[src/rtl/machine_timer.sv]
// Machine timer peripheral (mtime / mtimecmp / msip) behind a simple
// request/response register bus.
//
// A 16-bit prescaler divides clk by CLOCK_DIVIDER and advances the 64-bit
// mtime counter. The timer interrupt is a registered compare of mtime
// against mtimecmp. The software interrupt is the MSIP register bit.
//
// Ports
//   clk                           : single clock, rising edge
//   reset                         : asynchronous, active-low reset
//   read_request / write_request  : bus requests, sampled while idle
//   address[15:0]                 : register byte offset (no base decode)
//   write_data[31:0]              : write payload
//   read_data[31:0]               : read payload, valid while response=1
//   response                      : one-cycle completion pulse
//   instruction_request_timer     : mip.MTIP level
//   instruction_request_software  : mip.MSIP level
//   mtime_value[63:0]             : current mtime for the TIME/TIMEH CSRs
module machine_timer #(
  parameter int unsigned CLOCK_DIVIDER = 1
) (
  input  logic        clk,
  input  logic        reset,
  input  logic        read_request,
  input  logic        write_request,
  input  logic [15:0] address,
  input  logic [31:0] write_data,
  output logic [31:0] read_data,
  output logic        response,
  output logic        instruction_request_timer,
  output logic        instruction_request_software,
  output logic [63:0] mtime_value
);

  localparam logic [15:0] ADDR_MSIP     = 16'h0000;
  localparam logic [15:0] ADDR_MTCMP_LO = 16'h4000;
  localparam logic [15:0] ADDR_MTCMP_HI = 16'h4004;
  localparam logic [15:0] ADDR_MTIME_LO = 16'hBFF8;
  localparam logic [15:0] ADDR_MTIME_HI = 16'hBFFC;
  localparam logic [15:0] PRESC_LAST    = 16'(CLOCK_DIVIDER - 1);

  typedef enum logic {
    IDLE    = 1'b0,
    RESPOND = 1'b1
  } state_t;

  state_t      state_q, state_d;
  logic        accept;
  logic        wr_en, rd_en;
  logic        wr_msip, wr_cmp_lo, wr_cmp_hi, wr_mtime_lo, wr_mtime_hi;
  logic        tick;
  logic [15:0] presc_q, presc_d;
  logic [63:0] mtime_q, mtime_d;
  logic [63:0] mtimecmp_q, mtimecmp_d;
  logic        msip_q, msip_d;
  logic        mtip_q, mtip_d;
  logic [31:0] rdata_q, rdata_d;
  logic [31:0] reg_rdata;

  // Bus FSM: a request is accepted only from IDLE; RESPOND lasts exactly
  // one cycle and ignores whatever the master is still driving.
  always_comb begin
    state_d = state_q;
    accept  = 1'b0;
    case (state_q)
      IDLE: begin
        if (read_request || write_request) begin
          state_d = RESPOND;
          accept  = 1'b1;
        end
      end
      RESPOND: state_d = IDLE;
    endcase
  end

  // A simultaneous read+write is treated as a write, so the read path stays 0.
  assign wr_en = accept & write_request;
  assign rd_en = accept & read_request & ~write_request;

  assign wr_msip     = wr_en && (address == ADDR_MSIP);
  assign wr_cmp_lo   = wr_en && (address == ADDR_MTCMP_LO);
  assign wr_cmp_hi   = wr_en && (address == ADDR_MTCMP_HI);
  assign wr_mtime_lo = wr_en && (address == ADDR_MTIME_LO);
  assign wr_mtime_hi = wr_en && (address == ADDR_MTIME_HI);

  assign tick = (presc_q == PRESC_LAST);

  // Writing either mtime half restarts the prescaler so a full divider
  // period elapses before the next increment.
  always_comb begin
    presc_d = presc_q + 16'd1;
    if (tick || wr_mtime_lo || wr_mtime_hi) begin
      presc_d = '0;
    end
  end

  // A written half wins over a coincident increment, and the untouched half
  // keeps its old value: no carry is propagated on a write cycle.
  always_comb begin
    mtime_d = mtime_q;
    if (wr_mtime_lo) begin
      mtime_d = {mtime_q[63:32], write_data};
    end else if (wr_mtime_hi) begin
      mtime_d = {write_data, mtime_q[31:0]};
    end else if (tick) begin
      mtime_d = mtime_q + 64'd1;
    end
  end

  always_comb begin
    mtimecmp_d = mtimecmp_q;
    if (wr_cmp_lo) begin
      mtimecmp_d = {mtimecmp_q[63:32], write_data};
    end else if (wr_cmp_hi) begin
      mtimecmp_d = {write_data, mtimecmp_q[31:0]};
    end
  end

  assign msip_d = wr_msip ? write_data[0] : msip_q;

  // Compare uses the current register values, so the interrupt lags any
  // change of mtime or mtimecmp by one cycle.
  assign mtip_d = (mtime_q >= mtimecmp_q);

  always_comb begin
    case (address)
      ADDR_MSIP:     reg_rdata = {31'd0, msip_q};
      ADDR_MTCMP_LO: reg_rdata = mtimecmp_q[31:0];
      ADDR_MTCMP_HI: reg_rdata = mtimecmp_q[63:32];
      ADDR_MTIME_LO: reg_rdata = mtime_q[31:0];
      ADDR_MTIME_HI: reg_rdata = mtime_q[63:32];
      default:       reg_rdata = 32'd0;
    endcase
  end

  // read_data is captured at the accept edge and is zero in every other cycle.
  assign rdata_d = rd_en ? reg_rdata : 32'd0;

  always_ff @(posedge clk or negedge reset) begin
    if (!reset) begin
      state_q    <= IDLE;
      presc_q    <= '0;
      mtime_q    <= '0;
      mtimecmp_q <= '1;
      msip_q     <= 1'b0;
      mtip_q     <= 1'b0;
      rdata_q    <= '0;
    end else begin
      state_q    <= state_d;
      presc_q    <= presc_d;
      mtime_q    <= mtime_d;
      mtimecmp_q <= mtimecmp_d;
      msip_q     <= msip_d;
      mtip_q     <= mtip_d;
      rdata_q    <= rdata_d;
    end
  end

  assign response                     = (state_q == RESPOND);
  assign read_data                    = rdata_q;
  assign instruction_request_timer    = mtip_q;
  assign instruction_request_software = msip_q;
  assign mtime_value                  = mtime_q;

endmodule

[config.mk]
export PLATFORM = sky130hd
export DESIGN_NAME = machine_timer
export DESIGN_NICKNAME = d
export VERILOG_FILES = /design/src/rtl/machine_timer.sv
export SDC_FILE = /design/constraint.sdc
export NUM_CORES = 1
export LEC_CHECK = 0
export ABC_CLOCK_PERIOD_IN_PS = 2400
export CAP_MARGIN = 0
export CORE_UTILIZATION = 50
export CTS_CLUSTER_DIAMETER = 100
export DETAILED_ROUTE_END_ITERATION = 6
export PLACE_DENSITY = 0.88
export SKIP_LAST_GASP = 1
export SLEW_MARGIN = 20
export SYNTH_ARGS = -nofsm -noshare
export SYNTH_HDL_FRONTEND = slang
export SYNTH_SLANG_ARGS = --single-unit
[constraint.sdc]
create_clock -name clk -period 2.4 [get_ports clk]
set_clock_uncertainty 0.1 [all_clocks]
set_input_delay 0.72 -clock clk [delete_from_list [all_inputs] [get_ports clk]]
set_output_delay 0.72 -clock clk [all_outputs]
set_load 0.05 [all_outputs]
# == Word level (Yosys, flattened, before mapping) ==
# Cells that the tools add are included.
# word_totals
out_inout_bits,99
memories,0
in_bits,52
mem_bits_ro,0
ramBits,0
latch_bits,0
register_bits,179
wordCells,49
# op_classes
order_cmp,1
addsub,2
eq_ne,5
multipliers,0
n_shift,0
reduce_logical,15
n_mux,10
div_mod_pow,0
bitwise,7
# op_table
op,count
$pmux 32 s5,1
$mux 64,2
$mux 32,3
$add 64x1->64 const B,1
$ge 64x64->1,1
$eq 16x15->1 const B,2
$eq 16x16->1 const B,2
$logic_not 16->1,2
$add 16x1->16 const B,1
$mux 16,1
$reduce_and 2->1,3
$logic_and 1x1->1,5
$not 1->1,4
$reduce_bool 2->1,2
$and 1x1->1,3
$logic_or 1x1->1,3
$mux 1,2
$ne 2x2->1 const B,1
$pmux 1 s2,1

# == Logic depth before layout (Yosys ltp) ==
# Gate-level depths: netlist (run 1).
# logic_depth
word_depth,8
depth_mapped,10
ltp_nobuf,8

# == Worst setup path before layout (run 1) ==
# No wires, ideal clock.
# synth_timing
kind,register to register
start,register mtime_q[18] (netlist: mtime_value[18])
end,register mtime_q[50] (netlist: mtime_value[50])
synth_period_minus_slack_ps,2768
t_arrival_ps,2586
setup_time_ps,82
t_required_ps,2218
stages_incl_launch_ff,8
path_slack_ps,-368
n_path_buf,1
cell_sequence,dfrtp_1 nand3_1 nor4_4 nand2_1 or4_1 buf_2 or3_1 a31oi_1
# synth_via
elab_chain_len,3
# synth_lines
item,line,source
start: declaration,53,"logic [63:0] mtime_q, mtime_d;"
start signal: assignment,151,mtime_q <= mtime_d;
$add 64x1->64,106,mtime_d = mtime_q + 64'd1;
$mux 64,105,end else if (tick) begin
$mux 64,103,end else if (wr_mtime_hi) begin
# No other way between the ends. The select of a mux whose other input is x is not followed.
# A chain may end at the register's enable or synchronous reset.

# == Worst setup path after layout (run 1) ==
# layout_timing
start,register mtime_q[37] (netlist: mtime_value[37])
end,register mtime_q[62] (netlist: mtime_value[62])
# Same word-level chain as after synthesis.

==> impl_metrics.json, run 1 <==
{
  "status": "finished, violations left",
  "failed_checks": "DRC, setup timing",
  "syn_inst": 1128,
  "die_area_um2": 21780,
  "antenna_cells": 0,
  "critical_path.max_fanout": 4,
  "max_freq_ghz": 0.4024,
  "grt_pass1_vias": 11144,
  "ys_seq_elements": 179,
  "path_common_cell": "nand4_1",
  "final_nets": 1605,
  "totalWireLength_mm": 40.49,
  "grt-ovfl-total": 0,
  "antenna_found_initial": 0,
  "stdcell_count": 1769,
  "cp_cell_sequence": "nand4_1 > nor4_2 > nand4_1 > or4_4 > o211ai_1 > o221a_2",
  "cts_hold_buf": 0,
  "port_buffers": 150,
  "crit_path_end_kind": "flip-flop",
  "fillCellCount": 1264,
  "rsz0062_at_grt": "yes",
  "core_um2": 20490,
  "syn_nets": 1247,
  "relSlewSlack": 0.6508,
  "r2r_start": "mtime_value[37]$_DFFE_PN0P_",
  "power.density_nw_per_um2": 437.3,
  "synth_top_area_share": 0.2715,
  "ys_seq_area_frac": 0.4302,
  "clk_pin_slew_ps": 70,
  "cts-root-buf": "clkbuf_16",
  "crit_required_ps": 2690,
  "cts_tree": "yes",
  "power.leakage_nw": 7.014,
  "hold_class": "input pin to asynchronous set/reset pin",
  "worst-setup-path-type": "flip-flop to flip-flop",
  "reg2regPathDepth": 6,
  "gp_congestion": 0.9927,
  "netlist_area_um2": 10600,
  "dieHeight_um": 147.6,
  "whs_ps": 122.1,
  "vias": 11361,
  "synth-main-ff-cell": "dfrtp_1",
  "area_delta_synth_final_pct": 44.81,
  "async_flop_share": 1.000,
  "grt_start_max_net_pins": 65,
  "hold_viol_final": 0,
  "setup_ws_ps": -85.11,
  "multi_input_area_um2": 6112,
  "cp_num_cells": 6,
  "cts_sinks": 179,
  "wl_per_cell_um": 22.89,
  "peakVddDrop_mv": 0.4783,
  "grt_pass1_wl_mm": 60.46,
  "drtIter0Drc": 1579,
  "io_pins": 151,
  "crit_start": "mtime_value[37]$_DFFE_PN0P_",
  "setup_viol": 39,
  "fin_tns_setup_ps": -649.0,
  "start_util": 0.5171,
  "fin_crit_ps": 2485,
  "yosysMostFrequentCell": "nand2_1",
  "drv_cap": 0,
  "cp.buffers_inverters": 0,
  "firstDrtPassIters": 7,
  "die_w_um": 147.6,
  "slew_viol_final": 0,
  "syn_area_per_cell_um2": 9.395,
  "netlist_top_cells_area": "dfrtp_1 (27%), dfstp_2 (16%), ha_1 (7.9%)",
  "slowest_delay_ps": 570,
  "synth_cell_types": 64,
  "clock_latency_ps": 450,
  "track_usage": 0.3598,
  "startpoint_type": "flip-flop",
  "row_count": 52,
  "ant_nets": 0,
  "cp-endpoint": "mtime_value[62]$_DFFE_PN0P_",
  "critPathSlowestCell": "or4_4",
  "regArea_um2": 4617,
  "fin_util": 0.7488,
  "cts_inserted_buffers": 17,
  "viasPerCell": 6.422,
  "cp_top_family": "simple AND/OR/NAND/NOR gates",
  "cts_max_level": 4,
  "drive_above_1_share": 0.3929,
  "r2r-end": "mtime_value[62]$_DFFE_PN0P_",
  "dpl.cell_count": 1698,
  "clockBufferDepth": 2,
  "route.detailed.drc": 49,
  "yosys.area.top_type": "dfrtp_1",
  "synth_edf_count": 0,
  "dpl.hpwl_mm": 27.24,
  "post-route-period-util": 1.035,
  "reg2reg_slack_ps": -90,
  "yosysWarnings": 0,
  "arrival_ps": 2780,
  "synth_common_cells": "nand2_1 (128), dfrtp_1 (115), o21ai_0 (99)",
  "worst_pin_slew_ps": 522.9
}
-- routing by layer --
layer	GRT usage	vias to the layer above	share of wire
li1	-	4802	-
met1	0.4509	5500	0.37
met2	0.5811	863	0.47
met3	0.07253	196	0.10
met4	0.2036	0	0.051
met5	0	-	0
-- what timing repair did --
item                                    4_1_cts  5_1_grt
resized for setup                            80       65
pin swaps                                    28       28
cloned                                        4        0
endpoints found under the setup margin      141      151
buffers inserted                             16       23
-- sequential cells by signal, indices dropped and copies added, names as in the netlist --
signal	cells
presc_q	16
mtimecmp_q	64
instruction_request_software	1
instruction_request_timer	1
read_data	32
mtime_value	64
response	1
-- power breakdown --
group	switching (mW)	total (mW)	internal, mW
logic	0.513	0.831	0.318
registers	0.0586	3.12	3.06
clock network	1.28	2.76	1.47
total	1.86	6.71	4.86
-- worst min-delay path by stage --
stage                       start                                       end  depth (start not counted)
2_1_floorplan               reset  instruction_request_software$_DFFE_PN0P_                          0
3_3_place_gp   response$_DFF_PN0_                        response$_DFF_PN0_                          1
3_5_place_dp   response$_DFF_PN0_                        response$_DFF_PN0_                          1
4_1_cts                     reset                      presc_q[4]$_DFF_PN0_                          1
5_1_grt                     reset                      presc_q[4]$_DFF_PN0_                          1
6_report                    reset                      presc_q[4]$_DFF_PN0_                          1
-- stage by stage --
stage / power (mW) / setup WS, ps / area [um2]
2_1_floorplan: 3.509 / -108.6 / 10860
3_3_place_gp: 3.939 / -609.8 / 13980
3_5_place_dp: 3.962 / -662.3 / 13980
4_1_cts: 6.672 / -56.45 / 14920
5_1_grt: 6.908 / -152.1 / 15350
6_report: 6.711 / -85.11 / 15350
-- cells in the final DEF, fill, tap and decap left out, types with 7 or more instances in the layout --
master and instances:
mux2_4 14, a222oi_1 32, dfrtp_1 69, xor2_1 30, dlygate4sd2_1 28, inv_1 78
nor3_1 19, dfrtp_2 46, nand3_1 37, nand4_1 44, nor2_1 74, o21ai_1 12
nor4_4 9, nand3_2 7, buf_12 14, or3_1 10, o21ai_0 88, clkbuf_16 18
buf_4 276, dfstp_2 64, clkdlybuf4s50_1 35, buf_6 12, nor4_1 11, mux2_2 47
xnor2_1 26, nand2_1 124, o211ai_1 9, a21oi_1 36, and3_1 13, dlymetal6s2s_1 17
ha_1 61
-- cell families after synthesis --
family	share of synthesized area
AO/OA/AOI/OAI	0.1346
XOR/XNOR	0.04628
adder cells (fa/ha/maj)	0.07910
buffers and inverters	0.04699
flip-flops	0.4302
multiplexers	0.06765
AND/OR/NAND/NOR	0.1952
-- area by class of cell --
cell class              instances  area share
repair buffers                389      0.2219
inverters                      81     0.01998
multi-input cells             818      0.3983
flip-flops and latches        179      0.3009
clock inverters                10    0.004647
clock buffers                  22     0.03229
well taps                     270     0.02201
No activity file was read; power rests on OpenSTA's default activity.
==> inputs of run 2 (changes only) <==
--- a/config.mk
+++ b/config.mk
@@ -5,12 +5,13 @@
 export SDC_FILE = /design/constraint.sdc
 export NUM_CORES = 1
 export LEC_CHECK = 0
+export ABC_AREA = 1
 export ABC_CLOCK_PERIOD_IN_PS = 2400
 export CAP_MARGIN = 0
 export CORE_UTILIZATION = 50
 export CTS_CLUSTER_DIAMETER = 100
 export DETAILED_ROUTE_END_ITERATION = 6
-export PLACE_DENSITY = 0.88
+export PLACE_DENSITY = 0.87
 export SKIP_LAST_GASP = 1
 export SLEW_MARGIN = 20
 export SYNTH_ARGS = -nofsm -noshare
==> impl_metrics.json, run 2 <==
{
  "cts_hold_buf": 0,
  "hold_class": "input pin to asynchronous set/reset pin",
  "placed_area_um2": 14660,
  "drtIter0Drc": 1375,
  "dpl.hpwl_mm": 34.76,
  "clockBufferDepth": 2,
  "slew_viol_final": 0,
  "cts_tree": "yes",
  "rsz0062_at_grt": "yes",
  "antenna_found_initial": 1,
  "totalWireLength_mm": 44.19,
  "crit_start": "read_data[7]$_DFF_PN0_",
  "ys_seq_area_frac": 0.3757,
  "grt_pass1_wl_mm": 68.40,
  "core_um2": 23610,
  "synth-main-ff-cell": "dfrtp_1",
  "cts_inserted_buffers": 17,
  "crit_required_ps": 1580,
  "start_util": 0.5139,
  "setup_viol": 0,
  "startpoint_type": "flip-flop",
  "gp_congestion": 1.023,
  "drive_above_1_share": 0.1610,
  "area_delta_synth_final_pct": 26.22,
  "crit_path_end_kind": "output pin",
  "syn_inst": 1750,
  "peakVddDrop_mv": 0.3623,
  "antenna_cells": 0,
  "slowest_delay_ps": 790,
  "finalInstanceArea_um2": 15320,
  "synth_common_cells": "nand2_1 (478), nor2_1 (262), inv_1 (193)",
  "netlist_area_um2": 12140,
  "cts_sinks": 179,
  "grt-ovfl-total": 0,
  "final_cell_mix": "nand2_1 (478), nor2_1 (262), inv_1 (193)",
  "route.detailed.drc": 0,
  "relSlewSlack": 0.6572,
  "synth_cell_types": 43,
  "fillCellCount": 2061,
  "yosysWarnings": 0,
  "die_area_um2": 24900,
  "track_usage": 0.3647,
  "clock_latency_ps": 440,
  "r2r_start": "mtimecmp_q[59]$_DFFE_PN1P_",
  "netlist_top_cells_area": "dfrtp_1 (24%), nand2_1 (15%), dfstp_2 (14%)",
  "yosys.area.top_type": "dfrtp_1",
  "final_nets": 2100,
  "syn_area_per_cell_um2": 6.935,
  "cts-root-buf": "clkbuf_16",
  "worst_pin_slew_ps": 513.3,
  "cp_cell_sequence": "clkdlybuf4s50_1",
  "critPathSlowestCell": "clkdlybuf4s50_1",
  "power.leakage_nw": 7.655,
  "drv_cap": 0,
  "critical_path.max_fanout": 1,
  "syn_nets": 1869,
  "synth_edf_count": 0,
  "row_count": 56,
  "whs_ps": 86.29,
  "vias": 13204,
  "wl_per_cell_um": 19.11,
  "post-route-period-util": 0.9902,
  "yosysMostFrequentCell": "nand2_1",
  "die_w_um": 157.8,
  "firstDrtPassIters": 5,
  "power_mw": 6.344,
  "grt_start_max_net_pins": 55,
  "grt_pass1_vias": 12738,
  "cts_max_level": 4,
  "port_buffers": 150,
  "hold_viol_final": 0,
  "cp_top_family": "buffers and inverters",
  "ant_nets": 0,
  "dieHeight_um": 157.8,
  "ys_seq_elements": 179,
  "power.density_nw_per_um2": 414.2,
  "async_flop_share": 1.000,
  "clk_pin_slew_ps": 80,
  "cp.buffers_inverters": 1,
  "layout_commonest_cell": "nand2_1",
  "synth_top_area_share": 0.2371,
  "viasPerCell": 5.709,
  "fin_crit_ps": 2377,
  "fin_util": 0.6487,
  "io_pins": 151,
  "status": "finished, final reports clean",
  "arrival_ps": 1560,
  "worst-setup-path-type": "flip-flop to output pin",
  "max_freq_ghz": 0.4208
}
[run 2: cell types whose count changed in the layout (fill, tap and decap cells not counted), moves of 18 or more]
cell	delta
mux2_2	-47
inv_1	+115
nand3_1	+141
dfrtp_2	-46
buf_4	-112
clkdlybuf4s50_1	+18
nand2_1	+354
dfrtp_1	+46
nor2_1	+188
a222oi_1	-32
o22ai_1	+30
[run 2: routing by layer]
metal	routed length (um)	vias up	global-route usage
li1	-	6107	-
met1	17790	6221	0.4767
met2	20770	775	0.5932
met3	4185	101	0.06159
met4	1445	0	0.1590
met5	0	-	0
[run 2: power by group]
| group | switching (mW) | internal, mW | leakage [nW] | total, mW |
|---|---|---|---|---|
| combinational | 0.190 | 0.123 | 5.32 | 0.313 |
| clock | 1.37 | 1.61 | 0.291 | 2.98 |
| sequential | 0.0144 | 3.04 | 2.05 | 3.05 |
| total | 1.58 | 4.76 | 7.66 | 6.34 |
[run 2: final cells by class]
type | instances | area (um2) | share of cell area
flip-flops and latches | 179 | 4559 | 0.2977
multi-input cells | 1312 | 6550 | 0.4276
inverters | 206 | 775.7 | 0.05065
clock inverters | 13 | 161.4 | 0.01054
clock buffers | 19 | 442.9 | 0.02892
well taps | 319 | 399.1 | 0.02606
repair buffers | 265 | 2429 | 0.1586
[run 2: metrics by stage]
step                      TNS [ps]  instances  worst slack (ps)
after floorplan                  0       1750             139.1
after detailed placement    -32650       2279            -358.7
after global placement      -21540       2279            -295.8
after global routing        -24.21       2313            -15.43
after CTS                        0       2311           0.04952
final                            0       2313             23.41
[run 2: final timing paths]
kind                                                        to  slack [ps]  cells after the start
min reg2reg                         mtimecmp_q[22]$_DFFE_PN1P_         380                      2
max reg2reg                instruction_request_timer$_DFF_PN0_         160                     13
max                                               read_data[7]          20                      1
min in group clk                    mtimecmp_q[22]$_DFFE_PN1P_         380                      2
min                                     read_data[9]$_DFF_PN0_          90                      1
max in group asynchronous           mtimecmp_q[56]$_DFFE_PN1P_        1410                      2
[run 2: worst reg2reg max path, delay by kind of cell (launching register included)]
| kind | cells | cell delay [ps] |
|---|---|---|
| AND/OR/NAND/NOR | 8 | 820 |
| flip-flops | 1 | 530 |
| adder cells (fa/ha/maj) | 1 | 280 |
| buffers and inverters | 4 | 450 |
[run 2: timing repair]
item                       CTS  global route
gates cloned                 0             0
pin swaps                    0             1
gates resized for setup     14            23
setup endpoints to repair   14            68
setup buffers                0             2
[run 2: cells by family after synthesis]
| family | after synthesis | share of synthesized area |
|---|---|---|
| flip-flops | 179 | 0.3757 |
| AND/OR/NAND/NOR | 1016 | 0.3581 |
| adder cells (fa/ha/maj) | 67 | 0.06908 |
| AO/OA/AOI/OAI | 194 | 0.08609 |
| XOR/XNOR | 35 | 0.02526 |
| buffers and inverters | 259 | 0.08578 |
